### src/rtl/ccff_bitstream_loader.sv
// Configuration-chain head driver: serialises valid/ready bitstream words MSB-first into exactly CHAIN_LEN ccff bits.
// Optional serial CRC-8 check of the shifted bits is enabled with `define CCFF_LOADER_CRC_EN.
module ccff_bitstream_loader #(
    parameter int CHAIN_LEN = 16,
    parameter int WORD_W    = 8
) (
    input  logic              prog_clk,
    input  logic              prog_reset,
    input  logic              start,
    input  logic              abort,
    input  logic [WORD_W-1:0] bs_data,
    input  logic              bs_valid,
    output logic              bs_ready,
    output logic              ccff_head,
    output logic              ccff_shift_en,
    output logic              busy,
    output logic              done
`ifdef CCFF_LOADER_CRC_EN
    ,
    input  logic [7:0]        crc_expected,
    output logic              crc_err
`endif
);

    localparam int CW = $clog2(CHAIN_LEN + 1);
    localparam int WW = $clog2(WORD_W + 1);
    localparam logic [CW-1:0] CHAIN_LEN_C = CW'(CHAIN_LEN);

    typedef enum logic [1:0] {IDLE, LOAD, SHIFT, DONE} state_t;

    state_t            state_q, state_d;
    logic [CW-1:0]     bit_cnt_q, bit_cnt_d;
    logic [WW-1:0]     left_q, left_d;
    logic [WORD_W-1:0] sr_q, sr_d;
    logic              head_q, head_d;
    logic              en_q, en_d;
    logic [CW-1:0]     remaining;
    logic [WW-1:0]     word_len;

    always_comb begin
        // NOTE: every variable gets a default first so no path leaves one unassigned (no latch).
        state_d   = state_q;
        bit_cnt_d = bit_cnt_q;
        left_d    = left_q;
        sr_d      = sr_q;
        head_d    = 1'b0;
        en_d      = 1'b0;
        remaining = CHAIN_LEN_C - bit_cnt_q;
        // The final word may carry fewer useful bits than WORD_W.
        word_len  = (int'(remaining) >= WORD_W) ? WW'(WORD_W) : WW'(remaining);

        case (state_q)
            IDLE, DONE: begin
                if (start) begin
                    state_d   = LOAD;
                    bit_cnt_d = '0;
                end
            end
            LOAD: begin
                if (bs_valid) begin
                    head_d    = bs_data[WORD_W-1];
                    en_d      = 1'b1;
                    sr_d      = bs_data << 1;
                    left_d    = word_len - WW'(1);
                    bit_cnt_d = bit_cnt_q + CW'(1);
                    state_d   = SHIFT;
                end
            end
            SHIFT: begin
                if (left_q != '0) begin
                    head_d    = sr_q[WORD_W-1];
                    en_d      = 1'b1;
                    sr_d      = sr_q << 1;
                    left_d    = left_q - WW'(1);
                    bit_cnt_d = bit_cnt_q + CW'(1);
                end else begin
                    state_d = (bit_cnt_q < CHAIN_LEN_C) ? LOAD : DONE;
                end
            end
            default: state_d = IDLE;
        endcase

        if (abort) begin
            state_d = IDLE;
            head_d  = 1'b0;
            en_d    = 1'b0;
        end
    end

    // NOTE: sequential state uses non-blocking assignments only; the shift register is reset too so
    // a reset mid-load never leaves stale word bits behind.
    always_ff @(posedge prog_clk or posedge prog_reset) begin
        if (prog_reset) begin
            state_q   <= IDLE;
            bit_cnt_q <= '0;
            left_q    <= '0;
            sr_q      <= '0;
            head_q    <= 1'b0;
            en_q      <= 1'b0;
        end else begin
            state_q   <= state_d;
            bit_cnt_q <= bit_cnt_d;
            left_q    <= left_d;
            sr_q      <= sr_d;
            head_q    <= head_d;
            en_q      <= en_d;
        end
    end

    assign bs_ready      = (state_q == LOAD);
    assign ccff_head     = head_q;
    assign ccff_shift_en = en_q;
    assign busy          = (state_q == LOAD) || (state_q == SHIFT);
    assign done          = (state_q == DONE);

`ifdef CCFF_LOADER_CRC_EN
    logic [7:0] crc_q, crc_next;
    logic       start_go;

    assign start_go = start && !abort && ((state_q == IDLE) || (state_q == DONE));

    // Serial CRC-8, poly 0x07, MSB-first over every bit presented with shift enable.
    always_comb begin
        crc_next = crc_q;
        if (en_q) begin
            crc_next = {crc_q[6:0], 1'b0} ^ ((crc_q[7] ^ head_q) ? 8'h07 : 8'h00);
        end
    end

    always_ff @(posedge prog_clk or posedge prog_reset) begin
        if (prog_reset) begin
            crc_q   <= 8'h00;
            crc_err <= 1'b0;
        end else begin
            crc_q <= start_go ? 8'h00 : crc_next;
            if (start_go || abort) begin
                crc_err <= 1'b0;
            end else if (state_q == SHIFT && state_d == DONE) begin
                crc_err <= (crc_next != crc_expected);
            end
        end
    end
`endif

endmodule
### config.mk
export PLATFORM = sky130hd
export DESIGN_NAME = ccff_bitstream_loader
export DESIGN_NICKNAME = d
export VERILOG_FILES = /design/src/rtl/ccff_bitstream_loader.sv
export SDC_FILE = /design/constraint.sdc
export NUM_CORES = 1
export LEC_CHECK = 0
export ABC_AREA = 1
export BUFFER_PORTS_ARGS = -buffer_cell sky130_fd_sc_hd__buf_2
export CAP_MARGIN = 0
export CELL_PAD_IN_SITES_DETAIL_PLACEMENT = 0
export CELL_PAD_IN_SITES_GLOBAL_PLACEMENT = 2
export CORE_ASPECT_RATIO = 0.7
export CORE_UTILIZATION = 32
export DETAILED_ROUTE_END_ITERATION = 8
export PLACE_DENSITY = 0.85
export SLEW_MARGIN = 10
export SYNTH_ARGS = -nofsm -noshare
export SYNTH_HDL_FRONTEND = slang
export SYNTH_SLANG_ARGS = --single-unit
### constraint.sdc
create_clock -name prog_clk -period 2.8 [get_ports prog_clk]
set_input_delay 0.14 -clock prog_clk [delete_from_list [all_inputs] [get_ports prog_clk]]
set_output_delay 0.14 -clock prog_clk [all_outputs]
set_load 0.01 [all_outputs]
== After elaboration in Yosys (flattened, before gate mapping) ==
Cells that the tools add are included.

* $add $sub $neg: 4
* Order comparisons: 2
* Eq/ne operators: 9
* Muxes and demuxes: 25
* Reduce and logical (&&, ||, !) cells: 8

{| class="wikitable"
|+ Operators by type and width
! kind !! count
|-
| $mux W8 || 2
|-
| $pmux W8 S2 || 1
|-
| $mux W5 || 3
|-
| $pmux W5 S3 || 1
|-
| $mux W4 || 3
|-
| $mux W2 || 5
|-
| $ne A3 B3 Y1 const B || 3
|-
| $reduce_and A3 Y1 || 3
|-
| $pmux W4 S2 || 1
|-
| $sub A4 B1 Y4 const B || 2
|-
| $mux W1 || 6
|-
| $ne A2 B2 Y1 const B || 3
|-
| $pmux W2 S3 || 1
|-
| $add A5 B1 Y5 const B || 1
|-
| $ge A5 B4 Y1 const B || 1
|-
| $lt A5 B5 Y1 const B || 1
|-
| $sub A5 B5 Y5 const A || 1
|-
| $eq A2 B2 Y1 const B || 2
|-
| $pmux W1 S2 || 2
|-
| $reduce_bool A4 Y1 || 1
|-
| $eq A2 B1 Y1 const B || 1
|-
| $logic_not A2 Y1 || 1
|-
| $reduce_bool A2 Y1 || 1
|-
| $reduce_or A2 Y1 || 1
|-
| $logic_or A1 B1 Y1 || 1
|}

* Register bits after elaboration: 21
* Input bits: 13
* Logic and storage cells: 54

== Longest topological paths before layout ==
* Depth in word-level cells: 6
* Depth in mapped cells: 13

== Least setup slack after synthesis ==
Ideal clock, no wire load.

* Path kind: reg2reg
* From: register bit_cnt_q[0]
* To: register left_q[2]
* Arrival: 1.895 ns
* Required time: 2.683 ns
* Setup slack: 0.788 ns
* Stages on the path, launching flop included: 14
* Cell sequence: dfrtp_1 clkinv_1 ha_1 inv_1 nor3_1 ha_1 inv_1 nand3_1 nand2_2 nand2_1 ha_1 o21bai_1 nand3_1 nand2_1

* Word-level cells in the longest chain between the ends: 6

{| class="wikitable"
|+ RTL lines
! element !! RTL line !! source
|-
| start: declaration || 32 || <nowiki>logic [CW-1:0] bit_cnt_q, bit_cnt_d;</nowiki>
|-
| start signal: assignment || 102 || <nowiki>bit_cnt_q <= bit_cnt_d;</nowiki>
|-
| $sub A5 B5 Y5 (*) || 48 || <nowiki>remaining = CHAIN_LEN_C - bit_cnt_q;</nowiki>
|-
| $ge A5 B4 Y1 || 50 || <nowiki>word_len = (int'(remaining) >= WORD_W) ? WW'(WORD_W) : WW'(remaining);</nowiki>
|-
| $mux W4 (*) || 50 ||
|-
| $sub A4 B1 Y4 (*) || 64 || <nowiki>left_d = word_len - WW'(1);</nowiki>
|-
| $mux W4 (*) || 60 || <nowiki>if (bs_valid) begin</nowiki>
|-
| $pmux W4 S2 (*) || 52 || <nowiki>case (state_q)</nowiki>
|-
| end signal: assignment || 103 || <nowiki>left_q <= left_d;</nowiki>
|-
| end: declaration || 33 || <nowiki>logic [WW-1:0] left_q, left_d;</nowiki>
|}

Mark *: on every way between the ends. The rest lies on a longest branch, timed or not. The select of a mux whose other input is x is not followed.
A chain may end at the register's enable or synchronous reset.

== Final worst setup path ==
Same ends and word-level chain as after synthesis.

==> impl_metrics.json <==
{
  "status": "finished, final reports clean",
  "worst_setup_path_end_kind": "flip-flop",
  "syn_area_um2": 1200,
  "yosysUniqueCellTypes": 25,
  "clockBufferDepth": 2,
  "power_density_nw_per_um2": 799,
  "core_area_um2": 3560,
  "place_congestion": 0.810,
  "setup_violations": 0,
  "yosys_warnings": 0,
  "die_h_um": 53.2,
  "antenna_found_initial": 0,
  "ir_drop_v": 0.000297,
  "met2_usage": 0.186,
  "fin_ws_ps": 554,
  "max-slew-margin-rel": 0.477,
  "syn2layout_area_growth_pct": 15.1,
  "grt_pass1_wl_um": 4160,
  "firstDrtPassIters": 4,
  "rows": 18,
  "die-area_um2": 4000,
  "clk_pin_slew_ps": 80,
  "worstMarginPinSlew_ps": 784,
  "htree_levels": 1,
  "tritoncts": "built",
  "slew_violations": 0,
  "post-route-period-util": 0.802,
  "gr-total-overflow": 0,
  "drive_gt1_frac": 0.181,
  "drtAntennaViolNets": 0,
  "hold_viol_final": 0,
  "drc": 0,
  "clk_latency_ps": 260,
  "start_util": 0.337,
  "cts_setup_buffers": 0,
  "ys_seq_area_frac": 0.417,
  "dp_hpwl_um": 1960,
  "crit_family": "adder cells",
  "cellLeakagePower_uw": 0.000689,
  "hold_class": "primary input to async pin",
  "crit_arrival_ps": 2400,
  "syn-num-nets": 180,
  "grt-busiest-layer": "met1",
  "dp_slack_ps": 573,
  "drtIter0Drc": 81,
  "critPathBufInv": 3,
  "finalSetupTns_ps": 0,
  "pin_count": 18,
  "grt_max_degree": 21,
  "cts_root_buffer": "clkbuf_8",
  "final_nets": 199,
  "hold_buffers": 0,
  "avgSynthCellArea_um2": 7.55,
  "cp_cell_sequence": "clkinv_1 > ha_1 > inv_1 > nor3_1 > ha_1 > inv_1 > nand3_1 > nand2_2 > nand2_1 > ha_1 > o21bai_1 > nand3_1 > nand2_1",
  "cp-start-kind": "flip-flop",
  "numPortBuffers": 17,
  "maxCapViolCount": 0,
  "fmax_ghz": 0.445,
  "antenna_cells": 0,
  "viasPerCell": 4.70,
  "grt_pass1_vias": 894,
  "grtUsageTotal": 0.143,
  "routed_wl_um": 2590,
  "critPathMaxStageDelay_ps": 360,
  "synth-seq-cells": 20,
  "met1_usage": 0.223,
  "wl_per_cell_um": 11.4,
  "worst-path-max-fanout": 9,
  "fin_skew_ps": 1.64,
  "cp_common_cell": "ha_1",
  "postCtsResizedCells": 0,
  "period_needed_ps": 2250,
  "die_x_um": 75.2,
  "globalRouteMet3Util": 0.0457,
  "numCtsBuffers": 3,
  "cts_sinks": 20,
  "grt_setup_unrepaired": "no",
  "vias": 1066,
  "cp.required_ps": 2950,
  "finalPower_uw": 1100,
  "cp_slowest_cell": "dfrtp_1",
  "synthCells": 159,
  "crit_type": "flip-flop to flip-flop"
}
-- placed cells by master, fill, tap and decap left out, drive strengths merged, types with 2 or more instances in the layout --
cell type / netlist / final
a21oi: 5 / 5
a31oi: 8 / 8
buf: 3 / 17
clkbuf: 0 / 4
clkinv: 2 / 2
dfrtp: 20 / 20
ha: 8 / 8
inv: 20 / 20
nand2: 44 / 44
nand3: 15 / 15
nor2: 14 / 14
nor3: 2 / 2
o21ai: 11 / 11
or2: 2 / 2
-- worst paths after layout --
check,startpoint,endpoint,slack (ps),depth (start not counted)
worst max register to register,bit_cnt_q[0],left_q[2],550,13
min in group prog_clk,bs_data[3],sr_q[4],130,3
worst min-delay path,prog_reset,sr_q[6],10,2
max in group asynchronous,prog_reset,bit_cnt_q[4],2300,2
worst min register to register,sr_q[1],sr_q[1],520,2
worst max-delay path,bit_cnt_q[0],left_q[2],550,13
-- kinds of logic after synthesis --
logic type	synth area share
buf+inv	0.0865
flops	0.417
compound gates	0.129
xor+xnor	0.00730
fa+ha+maj	0.0834
simple gates	0.276
-- layout make-up --
type,count,area [um2]
Tap cell,50,62.6
Inverter,22,82.6
Timing Repair Buffer,17,85.1
Fill cell,392,2180
Clock buffer,4,55.1
Sequential cell,20,500
Multi-Input combinational cell,114,596
-- metrics by stage --
| stage | area, um2 | utilization | instances | hold slack [ps] |
|---|---|---|---|---|
| finish | 1380 | 0.388 | 227 | 11.8 |
| global route | 1380 | 0.388 | 227 | 100 |
| detailed placement | 1330 | 0.373 | 223 | 345 |
| floorplan | 1200 | - | 159 | 104 |
| CTS | 1380 | 0.388 | 227 | 55.6 |
| global placement | 1330 | 0.373 | 223 | 326 |
-- power breakdown --
group	leakage (uW)	internal [uW]	total, uW	switching, uW
combinational	0.000415	161	445	285
sequential	0.000246	374	433	59.9
clock	0.0000288	125	225	99.6
total	0.000689	659	1100	444
-- Yosys cell counts (all sizes together) --
cell type / number / area share
nand2: 44 / 0.14
dfrtp: 20 / 0.42
inv: 20 / 0.063
nand3: 15 / 0.063
nor2: 14 / 0.046
o21ai: 11 / 0.049
a31oi: 8 / 0.042
ha: 8 / 0.083
a21oi: 5 / 0.021
buf: 3 / 0.018
clkinv: 2 / 0.0063
nor3: 2 / 0.0083
or2: 2 / 0.010
nand4: 1 / 0.0052
o21bai: 1 / 0.0063
o22ai: 1 / 0.0052
o31ai: 1 / 0.0063
xor2: 1 / 0.0073
-- registers in the layout, indices dropped and copies added (netlist names) --
name	cells
bit_cnt_q	5
ccff_head	1
ccff_shift_en	1
left_q	4
sr_q	7
state_q	2
-- worst register-to-register path, cell delays in order, from the launching register on --
cell,delay (ps)
dfrtp_1,360
clkinv_1,200
ha_1,280
inv_1,70
nor3_1,50
ha_1,280
inv_1,50
nand3_1,80
nand2_2,140
nand2_1,120
ha_1,240
o21bai_1,150
nand3_1,60
nand2_1,50
-- routing by layer --
layer / share of wire / routed length, um / up-vias
met1: 0.57 / 1490 / 494
li1: - / - / 552
met3: 0.036 / 92 / 2
met4: 0.0046 / 12 / 0
met5: 0 / 0 / -
met2: 0.39 / 1000 / 18
No activity file was read; power rests on OpenSTA's default activity.
